===== src/rtl/meas_sample_sched.sv =====
`default_nettype none
// ============================================================================
// Module      : meas_sample_sched
// Description : Cycle-accurate sample scheduler with a capture FIFO. When it
//               is armed by en, it captures din_p - din_n at programmed cycle
//               offsets. Each capture is either a single sample at T_START or
//               one sample every T_INT cycles up to T_END. Every capture is
//               stamped with its offset and is streamed out as a
//               (timestamp, difference) pair over a first-word-fall-through
//               valid/ready interface.
// Ports       : clk        - sampling clock, rising edge
//               rstn       - asynchronous active-low reset
//               en         - arm/hold level; low aborts and flushes
//               din_p/n    - signed input legs, DW bits
//               out_valid  - FIFO head holds a pair
//               out_ready  - consumer accepts the head
//               out_time   - head timestamp (cycle offset from arm)
//               out_diff   - head difference, DW+1 bits signed
//               win_active - sampling window open
//               done       - run finished and FIFO drained
//               overflow   - sticky sample-dropped flag
//               level      - FIFO occupancy
// Revision    : 1.0 - initial release
// ============================================================================
module meas_sample_sched #(
    parameter int unsigned DW      = 16,
    parameter int unsigned TW      = 32,
    parameter int unsigned T_START = 0,
    parameter int unsigned T_END   = 0,
    parameter int unsigned T_INT   = 1,
    parameter int unsigned WINDOW  = 0,
    parameter int unsigned DEPTH   = 8
) (
    input  logic                     clk,
    input  logic                     rstn,
    input  logic                     en,
    input  logic [DW-1:0]            din_p,
    input  logic [DW-1:0]            din_n,
    output logic                     out_valid,
    input  logic                     out_ready,
    output logic [TW-1:0]            out_time,
    output logic [DW:0]              out_diff,
    output logic                     win_active,
    output logic                     done,
    output logic                     overflow,
    output logic [$clog2(DEPTH):0]   level
);

    localparam int unsigned AW = $clog2(DEPTH);

    // Schedule constants are held one bit wider than the counter, so that
    // "next offset > T_END" can be evaluated without wrapping.
    localparam logic [TW:0]   c_start   = (TW+1)'(T_START);
    localparam logic [TW:0]   c_end     = (TW+1)'(T_END);
    localparam logic [TW:0]   c_int     = (T_INT == 0) ? (TW+1)'(1) : (TW+1)'(T_INT);
    localparam logic [TW:0]   c_one_ext = (TW+1)'(1);
    localparam logic [TW-1:0] c_one_cnt = TW'(1);
    localparam logic [AW:0]   c_depth   = (AW+1)'(DEPTH);
    localparam logic [AW:0]   c_one_lvl = (AW+1)'(1);
    localparam logic [AW-1:0] c_one_ptr = AW'(1);
    // A window that closes before it opens collapses to a single capture.
    localparam logic          c_single  = (WINDOW == 0) || (T_END < T_START);

    typedef enum logic [2:0] {
        S_IDLE   = 3'd0,
        S_WAIT   = 3'd1,
        S_SAMPLE = 3'd2,
        S_DRAIN  = 3'd3,
        S_DONE   = 3'd4
    } state_t;

    state_t          r_state;
    logic [TW-1:0]   r_cnt;
    logic [TW:0]     r_next;      // offset of the next scheduled capture
    logic            r_win;
    logic            r_done;
    logic            r_ovf;

    logic [TW-1:0]   r_mem_time [DEPTH];
    logic [DW:0]     r_mem_diff [DEPTH];
    logic [AW-1:0]   r_wr;
    logic [AW-1:0]   r_rd;
    logic [AW:0]     r_level;

    logic [TW:0]     w_cnt_ext;
    logic [TW-1:0]   w_cnt_inc;
    logic [TW:0]     w_next_cap;
    logic            w_capture;
    logic            w_last;
    logic            w_full;
    logic            w_pop;
    logic            w_push;
    logic            w_drop;
    logic            w_flush;
    logic            w_arm;
    logic [DW:0]     w_diff;

    assign w_cnt_ext  = {1'b0, r_cnt};
    assign w_cnt_inc  = (r_cnt == '1) ? r_cnt : r_cnt + c_one_cnt;
    assign w_next_cap = r_next + c_int;
    assign w_capture  = en && (r_state == S_SAMPLE) && (w_cnt_ext == r_next);
    assign w_last     = c_single || (w_next_cap > c_end);

    // Both legs are sign-extended by one bit, so the difference always fits.
    assign w_diff     = {din_p[DW-1], din_p} - {din_n[DW-1], din_n};

    assign out_valid  = (r_level != '0);
    assign w_full     = (r_level == c_depth);
    assign w_pop      = out_valid && out_ready;
    // A pop in the same cycle frees the slot a capture into a full FIFO needs.
    assign w_push     = w_capture && (!w_full || w_pop);
    assign w_drop     = w_capture && w_full && !w_pop;
    assign w_flush    = !en || (r_state == S_IDLE);
    assign w_arm      = en && (r_state == S_IDLE);

    // ------------------------------------------------------------------
    // Scheduler state machine
    // ------------------------------------------------------------------
    always_ff @(posedge clk or negedge rstn) begin
        if (!rstn) begin
            r_state <= S_IDLE;
            r_cnt   <= '0;
            r_next  <= '0;
            r_win   <= 1'b0;
            r_done  <= 1'b0;
        end else if (!en) begin
            r_state <= S_IDLE;
            r_cnt   <= '0;
            r_win   <= 1'b0;
            r_done  <= 1'b0;
        end else begin
            case (r_state)
                S_IDLE: begin
                    r_cnt  <= '0;
                    r_next <= c_start;
                    r_done <= 1'b0;
                    if (c_start == '0) begin
                        r_state <= S_SAMPLE;
                        r_win   <= 1'b1;
                    end else begin
                        r_state <= S_WAIT;
                    end
                end
                S_WAIT: begin
                    r_cnt <= w_cnt_inc;
                    // Enter SAMPLE one edge early so that win_active is
                    // already high in the T_START cycle.
                    if (w_cnt_ext + c_one_ext == c_start) begin
                        r_state <= S_SAMPLE;
                        r_win   <= 1'b1;
                    end
                end
                S_SAMPLE: begin
                    r_cnt <= w_cnt_inc;
                    if (w_capture) begin
                        r_next <= w_next_cap;
                        if (w_last) begin
                            r_state <= S_DRAIN;
                            r_win   <= 1'b0;
                        end
                    end
                end
                S_DRAIN: begin
                    r_cnt <= w_cnt_inc;
                    if (r_level == '0) begin
                        r_state <= S_DONE;
                        r_done  <= 1'b1;
                    end
                end
                S_DONE: begin
                    r_cnt <= w_cnt_inc;
                end
                default: begin
                    r_state <= S_IDLE;
                end
            endcase
        end
    end

    // ------------------------------------------------------------------
    // Capture FIFO control (pointers, occupancy, overflow)
    // ------------------------------------------------------------------
    always_ff @(posedge clk or negedge rstn) begin
        if (!rstn) begin
            r_wr    <= '0;
            r_rd    <= '0;
            r_level <= '0;
            r_ovf   <= 1'b0;
        end else if (w_flush) begin
            r_wr    <= '0;
            r_rd    <= '0;
            r_level <= '0;
            // Overflow survives an abort and is cleared only by a new arm.
            if (w_arm) begin
                r_ovf <= 1'b0;
            end
        end else begin
            if (w_push) begin
                r_wr <= r_wr + c_one_ptr;
            end
            if (w_pop) begin
                r_rd <= r_rd + c_one_ptr;
            end
            case ({w_push, w_pop})
                2'b10:   r_level <= r_level + c_one_lvl;
                2'b01:   r_level <= r_level - c_one_lvl;
                default: r_level <= r_level;
            endcase
            if (w_drop) begin
                r_ovf <= 1'b1;
            end
        end
    end

    // Storage needs no reset: the head is masked whenever level is zero.
    always_ff @(posedge clk) begin
        if (w_push) begin
            r_mem_time[r_wr] <= r_cnt;
            r_mem_diff[r_wr] <= w_diff;
        end
    end

    assign out_time   = out_valid ? r_mem_time[r_rd] : '0;
    assign out_diff   = out_valid ? r_mem_diff[r_rd] : '0;
    assign win_active = r_win;
    assign done       = r_done;
    assign overflow   = r_ovf;
    assign level      = r_level;

endmodule
`default_nettype wire


===== config.mk =====
export PLATFORM = sky130hd
export DESIGN_NAME = meas_sample_sched
export DESIGN_NICKNAME = d
export VERILOG_FILES = /design/src/rtl/meas_sample_sched.sv
export SDC_FILE = /design/constraint.sdc
export NUM_CORES = 1
export LEC_CHECK = 0
export ABC_AREA = 1
export CAP_MARGIN = 20
export CORE_UTILIZATION = 55
export CTS_BUF_LIST = sky130_fd_sc_hd__clkbuf_4 sky130_fd_sc_hd__clkbuf_8
export DETAILED_ROUTE_END_ITERATION = 7
export HOLD_SLACK_MARGIN = 0.08
export PLACE_DENSITY = 0.81
export REMOVE_ABC_BUFFERS = 1
export SYNTH_ARGS = -nofsm -noshare
export SYNTH_HDL_FRONTEND = slang
export SYNTH_SLANG_ARGS = --single-unit

===== constraint.sdc =====
create_clock -name clk -period 17.2 [get_ports clk]
set_input_delay 4.3 -clock clk [delete_from_list [all_inputs] [get_ports clk]]
set_output_delay 4.3 -clock clk [all_outputs]
set_load 0.005 [all_outputs]

After elaboration in Yosys (flattened, before gate mapping)
Memory sizes are Yosys's and may differ from the RTL's.
Cells that the tools add are included.
- flip-flop bits (word level): 81
- bits in latches: 0
- bits in writable memories: 392
- bits in read-only memories: 0
- bits of input ports: 36
- output and inout bits: 57
- logic and storage cells: 96
- memories: 2
- memory list (memory ; words ; bits a word ; read ports ; clocked after memory_dff ; write ports ; RTL line ; source):
    r_mem_time ; 8 ; 32 ; 1 ; 0 ; 1 ; 79 ; logic [TW-1:0] r_mem_time [DEPTH];
    r_mem_diff ; 8 ; 17 ; 1 ; 0 ; 1 ; 80 ; logic [DW:0] r_mem_diff [DEPTH];
- $add $sub $neg: 8
- multiply operators: 0
- divide/modulo/power cells: 0
- magnitude comparators: 0
- equality and inequality tests: 19
- shift operators: 0
- multiplexer cells: 30
- bitwise gates (word level): 0
- reductions and logical operators: 28
- operator list (operator ; number):
    $mux W32 ; 3
    $pmux W33 S2 ; 1
    $pmux W32 S2 ; 1
    $add A32 B1 Y33 const B ; 1
    $add A33 B1 Y33 const B ; 1
    $eq A32 B33 Y1 ; 1
    $logic_not A33 Y1 ; 1
    $mux W33 ; 1
    $add A32 B1 Y32 const B ; 1
    $eq A32 B32 Y1 const B ; 1
    $mux W3 ; 8
    $mux W17 ; 1
    $sub A16 B16 Y17 ; 1
    $pmux W3 S5 ; 1
    $ne A3 B3 Y1 const B ; 4
    $mux W1 ; 10
    $pmux W4 S2 ; 1
    $reduce_bool A2 Y1 ; 4
    $logic_and A1 B1 Y1 ; 7
    $add A3 B1 Y3 const B ; 2
    $eq A3 B2 Y1 const B ; 2
    $reduce_and A2 Y1 ; 3
    $reduce_and A3 Y1 ; 2
    $add A4 B1 Y4 const B ; 1
    22 further kinds ; 26

Logic depth before layout (Yosys ltp)
Gate-level depths: netlist of the first run.
- depth in word-level cells: 7
- mapped depth: 20
- depth with buffers taken out: 20

Least setup slack after synthesis of the first run
OpenSTA, ideal clock, no wires.
- path type: in2reg
- from: input port en
- to: memory r_mem_diff[3][0] in the netlist's numbering, enable pin
- setup time: 0.516 ns
- arrival: 8.280 ns
- required time: 16.684 ns
- slack: 8.404 ns
- stages on the path: 6
- buffers on the path: 0
- path through: inv_1 > nor2_2 > nand3_1 > inv_1 > nand2_1 > nor3_1
- cells in the longest elaborated chain, start to end: 5
- ends and longest elaborated chain (item ; RTL line ; source):
    start, declared ; 36 ; input logic en,
    $logic_and A1 B1 Y1 (2 in a row) ; 101 ; assign w_capture = en && (r_state == S_SAMPLE) && (w_cnt_ext == r_next);
    $logic_and A1 B1 Y1 ; 111 ; assign w_push = w_capture && (!w_full || w_pop);
    $mux W1 ; 217 ; if (w_push) begin
    $mux W1 (not written as such) ; 219 ; r_mem_diff[r_wr] <= w_diff;
    end, declared ; 80 ;
Every way passes these cells.

Worst setup path after layout of the first run
- from: register r_rd[0]
- to: output port out_time[12]
- cells in the longest elaborated chain, start to end: 2
- ends and longest elaborated chain (item ; RTL line ; source):
    start, declared ; 82 ; logic [AW-1:0] r_rd;
    start signal, assigned ; 202 ; r_rd <= r_rd + c_one_ptr;
    $mem_v2 Z8 W32 ; n/a ;
    $mux W32 ; 223 ; assign out_time = out_valid ? r_mem_time[r_rd] : '0;
    end, declared ; 41 ; output logic [TW-1:0] out_time,
Every way passes these cells.

==> results of run 1 <==
-- state kept, by name, summed over array words and instances (netlist names) --
register    count
r_mem_diff    136
r_state         3
overflow        1
win_active      1
r_rd            3
r_next         33
level           4
done            1
r_wr            3
r_cnt          32
r_mem_time    256
-- through the flow --
stage	cell area, um^2	worst slack (ps)	total power, mW	hold WS [ps]
finish	24590	8503	2.621	479.6
global route	24590	8198	2.724	500.4
detailed placement	23170	9167	1.721	468.3
floorplan	21410	5154	1.576	464.1
CTS	24590	8523	2.630	492.3
global placement	23170	9335	1.709	477.2
-- cells by family after synthesis --
kind of cell	Yosys count	share of synthesized area, %
simple gates	888	16.99
flops	473	63.20
compound gates	468	12.32
buf+inv	242	4.465
xor+xnor	38	1.524
fa+ha+maj	25	1.502
-- tightest hold or removal path, delay by kind of cell, from the launching register on --
family / cells / cell delay [ps]
flip-flops: 1 / 340
AND/OR/NAND/NOR: 2 / 100
-- power breakdown --
group	switching [mW]	internal [mW]
Combinational	0.268	0.105
Clock	0.420	0.499
Sequential	0.0262	1.30
Total	0.714	1.91
-- layout make-up --
type / instances / area (um^2)
clock inverters: 24 / 160.2
clock buffers: 103 / 1255
repair buffers: 112 / 1069
multi-input cells: 1419 / 7099
inverters: 147 / 554.3
flip-flops and latches: 473 / 13800
fillers: 3043 / 14330
well taps: 518 / 648.1
-- layout by cell type, fill, tap and decap left out, types with 13 or more instances in the layout --
master           netlist  routed
o21ai_2               26      26
nand2_1              310     310
nor3_1                29      21
inv_1                130     130
o22ai_1               56      56
clkinv_1               2      13
buf_4                  1      21
ha_1                  23      23
nand3_1               71      71
inv_2                 15      16
clkdlybuf4s50_1        0      91
o21ai_0              279     279
nand4_1               32      32
nor2_1               410     410
a31oi_1               53      53
xor2_1                37      37
clkbuf_4               0      26
dfrtp_1               81      79
edfxtp_1             392     392
clkbuf_8               0      77
a21oi_1               21      21
-- metal layers --
metal	vias to the layer above	track usage [%]	wire length [um]
li1	7647	-	-
met1	7895	36.37	22560
met2	781	43.78	26060
met3	131	4.503	4261
met4	0	11.12	1700
met5	-	0	0
-- cell usage after synthesis (all sizes together), types with 7 or more instances --
cell / count
a21oi: 22
o21ai: 313
ha: 23
o31ai: 13
nor3: 29
a31oi: 53
nor4: 7
edfxtp: 392
o22ai: 61
xor2: 37
nand4: 32
dfrtp: 81
buf: 23
nor2: 424
nand2: 319
inv: 145
clkbuf: 72
nand3: 73
-- worst min-delay path by stage --
stage               startpoint    endpoint  slack, ps  cells past startpoint
finish              win_active  win_active        480                      2
global route        win_active  win_active        500                      2
CTS                 win_active  win_active        490                      2
detailed placement  win_active  win_active        470                      2
global placement    win_active  win_active        480                      2
floorplan           win_active  win_active        460                      2
==> impl_metrics.json, run 1 <==
{
  "layout_min_cycle_time_ps": 8697,
  "cts_setup_buffers": 0,
  "critPathSlowestCell": "buf_4",
  "clock-sinks": 473,
  "clk_path_buf_depth": 3,
  "arrival_ps": 4400,
  "tightest_slew_ps": 1133,
  "cellLeakagePower_nw": 8.826,
  "grt_setup_unrepaired": "no",
  "globalplace.congestion": 0.9229,
  "die-area_um2": 40500,
  "drt_iter0_drc": 2025,
  "ant_nets": 0,
  "period_share_pct": 50.57,
  "wl_per_cell_um": 19.52,
  "outcome": "complete, no violations",
  "cp_cell_sequence": "inv_4 -> buf_4 -> o21ai_0 -> o22ai_1 -> o21ai_0 -> a31oi_1 -> clkdlybuf4s50_1",
  "cp.required_ps": 12900,
  "antenna_found_initial": 0,
  "crit_fanout": 107,
  "worstSetupPathType": "flip-flop to output pin",
  "grt_max_degree": 108,
  "max_stage_delay_ps": 810,
  "initial_core_util_pct": 56.10,
  "synth_top_area_cell": "edfxtp_1",
  "vdd_drop_max_v": 0.00006512,
  "finalMaxSlewViolations": 0,
  "numCtsBuffers": 73,
  "cts.clk_slew.worst_paths_ps": 60,
  "wl_um": 54590,
  "grt_usage_pct": 27.00,
  "reg2reg_depth": 10,
  "tritoncts": "built",
  "synth_enable_flop_cells": 392,
  "startpoint": "r_rd[0]",
  "yosys_warnings": 0,
  "synth_cells": 2134,
  "start_kind": "flip-flop",
  "hold_path.class": "flip-flop to flip-flop",
  "fin_nets": 2287,
  "drt_pass1_iterations": 6,
  "worstReg2RegStart": "r_state[2]",
  "power_density_nw_per_um2": 106.6,
  "endpoint": "out_time[12]",
  "dp.cells": 2669,
  "cp-end-kind": "output pin",
  "row_count": 72,
  "cts_hold_buf": 0,
  "synthFlopType": "edfxtp_1",
  "grt_pass1_vias": 15986,
  "cts-htree-levels": 3,
  "critical_path.n_buffers_inverters": 3,
  "worst-path-stages": 7,
  "grt_first_pass_wirelength_um": 85660,
  "cp_common_cell": "o21ai_0",
  "core_area_um2": 38920,
  "die_y_um": 201.2,
  "setup-tns-final_ps": 0,
  "synth_area_um2": 21830,
  "synth_cell_types": 44,
  "ys_top_cells_by_area": "edfxtp_1, dfrtp_1, nor2_1",
  "yosysTopAreaCellShare_pct": 53.92,
  "yosysSeqAreaShare_pct": 63.20,
  "layout.cells.non_filler": 2796,
  "finalHoldViolCount": 0,
  "synth-seq-cells": 473,
  "fin_skew_ps": 33.61,
  "overflow": 0,
  "setup_viol": 0,
  "cap_violations": 0,
  "avgSynthCellArea_um2": 10.23,
  "area_delta_synth_final_pct": 12.63,
  "die_w_um": 201.2,
  "dp_hpwl_um": 32370,
  "cp_top_family": "buffers and inverters",
  "insertedDiodeCount": 0,
  "routed-via-count": 16454,
  "cts.repair.resized": 0,
  "fin_util_pct": 63.18,
  "r2r_slack_ps": 13540,
  "io_buffers": 92,
  "relSlewSlack_pct": 24.46,
  "io_pins": 93,
  "drc": 0,
  "routed_via_density": 5.885,
  "regToRegEndpoint": "r_mem_time[7][31]",
  "drive_gt1_share_pct": 9.833,
  "clock-root-buffer": "clkbuf_8",
  "fmax_mhz": 115.0,
  "synthArstFlopShare_pct": 17.12,
  "clk_latency_ps": 610
}
(Power assumes the default switching activity.)
==> run 2, diff against run 1 <==
==> constraint.sdc (replaced) <==
create_clock -name clk -period 8.4 [get_ports clk]
set_input_delay 2.1 -clock clk [delete_from_list [all_inputs] [get_ports clk]]
set_output_delay 2.1 -clock clk [all_outputs]
set_load 0.005 [all_outputs]
==> impl_metrics.json, run 2 (same netlist as run 1, synthesis figures left out) <==
{
  "cp_cell_sequence": "buf_4 -> buf_4 -> o21ai_0 -> o22ai_1 -> o21ai_0 -> a31oi_1 -> clkdlybuf4s50_1",
  "io_pins": 93,
  "die_w_um": 201.2,
  "fin_skew_ps": 30.44,
  "grt_usage_pct": 27.29,
  "clock-sinks": 473,
  "insertedDiodeCount": 0,
  "clk_latency_ps": 620,
  "grt_pass1_vias": 16261,
  "ant_nets": 0,
  "worstReg2RegStart": "r_state[1]",
  "fmax_mhz": 156.2,
  "drc": 0,
  "whs_endpoint": "win_active",
  "power_density_nw_per_um2": 220.3,
  "area_delta_synth_final_pct": 13.12,
  "cp.required_ps": 6300,
  "cts_setup_buffers": 0,
  "grt_max_degree": 121,
  "holdWs_ps": 482.8,
  "finalHoldViolCount": 0,
  "start_kind": "flip-flop",
  "antenna_found_initial": 0,
  "fin_util_pct": 63.46,
  "io_buffers": 92,
  "final_cell_mix": "nor2_1, edfxtp_1, nand2_1",
  "routed-via-count": 16504,
  "regToRegEndpoint": "r_mem_time[6][24]",
  "cts.repair.resized": 0,
  "worstSetupPathType": "flip-flop to output pin",
  "drt_iter0_drc": 1837,
  "cap_violations": 0,
  "die-area_um2": 40500,
  "post-place-ws_ps": 2663,
  "largest_register": "r_mem_time",
  "wl_per_cell_um": 19.59,
  "cellLeakagePower_nw": 8.876,
  "globalplace.congestion": 0.9496,
  "setup_viol": 0,
  "largest_reg_flops": 256,
  "critPathSlowestCell": "buf_4",
  "die_y_um": 201.2,
  "initial_core_util_pct": 56.10,
  "reg_top3": "r_mem_time x256, r_mem_diff x136, r_next x33",
  "relSlewSlack_pct": 35.25,
  "tightest_slew_ps": 971.3,
  "outcome": "complete, no violations",
  "min_from": "win_active",
  "max_stage_delay_ps": 830,
  "final_common_cell": "nor2_1",
  "cts-htree-levels": 3,
  "wl_um": 54870,
  "vdd_drop_max_v": 0.0001614,
  "layout_min_cycle_time_ps": 6401,
  "overflow": 0,
  "dp_hpwl_um": 32610,
  "cts_hold_buf": 0,
  "fill_cells": 3024,
  "final.setup.worst_slack_ps": 1999,
  "reg2reg_depth": 11,
  "fin_nets": 2289,
  "grt_setup_unrepaired": "no",
  "hold_path.class": "flip-flop to flip-flop",
  "finalMaxSlewViolations": 0,
  "cts.clk_slew.worst_paths_ps": 60,
  "period_share_pct": 76.20,
  "crit_fanout": 96,
  "drive_gt1_share_pct": 10.17,
  "tritoncts": "built",
  "grt_first_pass_wirelength_um": 86550,
  "r2r_slack_ps": 4120,
  "setup-tns-final_ps": 0,
  "cp-end-kind": "output pin",
  "min_delay_path_depth": 2,
  "clk_path_buf_depth": 3,
  "drt_pass1_iterations": 6,
  "core_area_um2": 38920,
  "arrival_ps": 4300,
  "routed_via_density": 5.894,
  "row_count": 72,
  "clock-root-buffer": "clkbuf_8",
  "numCtsBuffers": 75
}
[run 2: changes by cell type in the layout (fill, tap and decap cells not counted)]
| cell | previous run | this run |
|---|---|---|
| clkinvlp_4 | 1 | 2 |
| clkbuf_4 | 26 | 23 |
| buf_4 | 21 | 20 |
| clkbuf_8 | 77 | 87 |
| buf_16 | 0 | 1 |
| inv_8 | 0 | 1 |
| bufinv_16 | 2 | 1 |
| clkinv_1 | 13 | 9 |
[run 2: worst max-delay path: cells and delay by family (launching register included)]
kind / cells / cell delay, ps
buf+inv: 3 / 1950
compound gates: 4 / 920
flops: 1 / 780
[run 2: worst max-delay path by stage]
stage	cells past startpoint	slack, ps	endpoint	start
floorplan	5	-1450	out_diff[0]	r_rd[0]
global placement	7	2810	out_time[22]	r_rd[0]
detailed placement	7	2660	out_time[17]	r_rd[0]
CTS	7	1960	out_time[17]	r_rd[0]
global route	7	1700	out_time[17]	r_rd[0]
finish	7	2000	out_time[17]	r_rd[0]
[run 2: cell type report]
type	instances	area (um^2)	area share, %
sequential	473	13800	55.89
multi-input combinational	1419	7099	28.75
clock buffer	110	1370	5.547
timing repair buffer	112	1089	4.408
tap	518	648.1	2.624
inverter	147	554.3	2.244
clock inverter	21	133.9	0.5421
[run 2: per-layer routing]
layer | part of all wire (%) | vias to the layer above | global-route usage [%]
met1 | 41 | 7957 | 36.20
met4 | 3.1 | 0 | 11.23
met5 | 0 | - | 0
li1 | - | 7650 | -
met2 | 48 | 776 | 44.57
met3 | 7.7 | 121 | 4.956
[run 2: power breakdown]
group          switching (mW)  internal (mW)  leakage, nW  total [mW]
Combinational           0.552          0.214         3.42       0.766
Clock                   0.877           1.08        0.798        1.95
Sequential             0.0527           2.67         4.66        2.72
[run 2: per-stage QoR]
| step | cells | total power [mW] | area, um^2 |
|---|---|---|---|
| after floorplan | 2039 | 3.227 | 21410 |
| after global placement | 2668 | 3.500 | 23170 |
| after detailed placement | 2668 | 3.525 | 23170 |
| after CTS | 2799 | 5.459 | 24670 |
| after global routing | 2800 | 5.654 | 24700 |
| final | 2800 | 5.440 | 24700 |
==> RTL edit, RTL diff (config.mk and constraints of run 2) <==
Register the output `overflow` once more, with the module's reset; this adds one clock of latency there. The other outputs are not delayed to match.
--- a/src/rtl/meas_sample_sched.sv
+++ b/src/rtl/meas_sample_sched.sv
@@ -224,7 +224,13 @@
     assign out_diff   = out_valid ? r_mem_diff[r_rd] : '0;
     assign win_active = r_win;
     assign done       = r_done;
-    assign overflow   = r_ovf;
+    always_ff @(posedge clk or negedge rstn) begin
+        if (!rstn) begin
+            overflow <= '0;
+        end else begin
+            overflow <= r_ovf;
+        end
+    end
     assign level      = r_level;
 
 endmodule
Behaviour: no difference found for any inputs over 4 cycles, from zero or initial values and one cycle with rstn low; that may be too few to reach the edited logic, so the function may still have changed.
==> RTL edit against run 2 <==
  * Area after synthesis is 0.38% higher
  * Sequential cell count is 1 higher
  * Worst setup slack improved by 0.36 ns
  * Cell area increased by 0.23%
  * Synthesized cell count is 3.1% higher
  * Routed wire length grew 0.28%
  * Highest routed layer unchanged
Power is not compared: it rests on default switching activity, and its combinational part moved more than twofold at a synthesized area within 25%.
==> RTL edit: results (changes against run 2) <==
{| class="wikitable"
! Metric !! Value
|-
| Top_reg_cell synth || edfxtp_1
|-
| Number of clock buffers inserted by TritonCTS || 75 (unchanged)
|-
| Least-Margin Pin Slew || 0.995 ns (+0.0233 ns)
|-
| Complex-gate fraction of the synthesized area || 11.5% (-0.83 points)
|-
| Placed Instance Area || 0.0233 mm2 (+0.54%)
|-
| Hold Worst Slack || 0.386 ns (-0.0969 ns)
|-
| Pin count of the biggest net entering global routing || 198 (+64%)
|-
| Root buffer selected by CTS || clkbuf_8
|-
| List of most frequent post-synthesis cells || nor2_1 (445), edfxtp_1 (392), nand2_1 (344), o21ai_0 (301), inv_1 (137)
|-
| Detailed router's first-iteration violation count || 1,614 (-12%)
|-
| Worst reg2reg path startpoint || r_cnt[25]$_DFFE_PN0P_
|-
| Reg2Reg Setup Slack || 4.37 ns (+0.25 ns)
|-
| IR drop worst, VDD || 0.000205 V
|-
| Maximum cell stage delay along the critical path || 0.75 ns (-0.08 ns)
|-
| Worst Hold Launch || r_ovf$_DFFE_PN0P_
|-
| Share of synthesized flip-flops with an asynchronous set or reset || 17.3% (+0.17 points)
|-
| Post-route insts no fill || 2,862 (+2.2%)
|-
| Wirelength per Cell || 19.2 um (-1.9%)
|-
| Wire length of the first global-routing pass || 86,400 um (-0.18%)
|-
| Number of cells upsized or downsized after cts || 0 (unchanged)
|-
| Number of global-route vias before repair || 16.2k (-0.29%)
|-
| Run status || finished, final reports clean
|-
| Via count || 16.7k (+0.91%)
|-
| Number of distinct library cells after synthesis || 42 (-4.5%)
|-
| Adder and majority cell fraction of the synthesized area || 1.50% (-0.0057 points)
|-
| Sequential fraction of the synthesis area || 63.1% (-0.13 points)
|-
| Master of the slowest instance on the critical path || inv_2
|-
| Fraction of layout instances using a drive strength above 1 || 7.76% (-2.4 points)
|-
| Biggest area contributors in the synthesized netlist || edfxtp_1 (54%), dfrtp_1 (9.4%), nor2_1 (7.6%), o21ai_0 (6.9%), nand2_1 (5.9%)
|-
| Maximum fanout count along the critical path || 44 (-54%)
|-
| Xor and xnor fraction of the mapped netlist area || 1.64% (+0.11 points)
|-
| Critical Path Start || r_rd[1]$_DFFE_PN0P_
|-
| Class of the worst hold path || reg2reg
|-
| Final RePlAce weighted congestion || 0.939 (-1.1%)
|-
| Initial antenna violation count || 0 (unchanged)
|-
| NumNets Final || 2,355 (+2.9%)
|-
| Average cell area after synthesis || 9.96 um2 (-2.6%)
|-
| EDFF count, synth || 392 (unchanged)
|-
| Critical Path AT || 3.94 ns (-0.36 ns)
|-
| Inst Count DP || 2,735 (+2.5%)
|-
| Number of detailed-routing iterations run before antenna repair || 6 (unchanged)
|-
| Fin Clk Skew || 0.0416 ns (+0.0111 ns)
|-
| Number of synthesis warnings || 0 (unchanged)
|-
| Post-DP HPWL || 33,100 um (+1.6%)
|-
| Total routing resource utilization after global routing || 27.4% (+0.067 points)
|-
| Number of port buffers || 92 (unchanged)
|-
| Layout filler cell count || 3,056 (+1.1%)
|}
==> RTL edit: power groups by stage <==
stage	sequential [mW]	clock (mW)	combinational [mW]
floorplan	2.85	0	0.963
global placement	2.81	0	1.76
detailed placement	2.81	0	1.81
CTS	2.76	1.96	1.82
global route	2.78	2.06	2.01
finish	2.77	1.93	1.82
==> RTL edit: cell type report <==
| class | instances | share of cell area, % |
|---|---|---|
| well taps | 518 | 2.62 |
| clock inverters | 23 | 0.713 |
| repair buffers | 112 | 4.37 |
| multi-input cells | 1482 | 29.0 |
| flip-flops and latches | 474 | 55.9 |
| inverters | 149 | 2.27 |
| clock buffers | 104 | 5.20 |
==> RTL edit: cell families (layout without fill, tap and decap cells) <==
logic type / Yosys count / in the layout
XOR/XNOR: 41 / 41
adder cells (fa/ha/maj): 25 / 25
AND/OR/NAND/NOR: 950 / 950
flip-flops: 474 / 474
buffers and inverters: 244 / 388
AO/OA/AOI/OAI: 466 / 466
==> RTL edit: final timing paths <==
kind                                               to  cells after the start
max                                       out_time[5]                      7
min                                overflow$_DFF_PN0_                      0
max reg2reg                r_mem_time[7][1]$_DFFE_PP_                     13
min reg2reg                        overflow$_DFF_PN0_                      0
max in group asynchronous         r_rd[0]$_DFFE_PN0P_                      2
min in group asynchronous      r_next[16]$_DFFE_PN0P_                      1
==> RTL edit: worst max-delay path: cells and delay by family (launching register included) <==
family	cells	cell delay [ns]
DFF	1	0.68
buffers and inverters	3	1.85
AOI/OAI and AO/OA	4	0.77
==> RTL edit: layer usage <==
metal | track usage [%] | wire (um) | up-vias | share of wire [%]
met5 | 0 | 0 | - | 0
met4 | 11.7 | 1750 | 0 | 3.2
met3 | 3.79 | 4400 | 107 | 8.0
met2 | 44.5 | 26200 | 799 | 48
met1 | 37.1 | 22700 | 7936 | 41
li1 | - | - | 7812 | -
==> RTL edit: through the flow <==
stage	TNS [ns]	utilization (%)	setup WS, ns
after floorplan	-69.92	-	-1.43
after global placement	0	59.7	3.16
after detailed placement	0	59.7	2.95
after CTS	0	63.5	2.38
after global routing	0	63.5	2.16
final	0	63.5	2.36
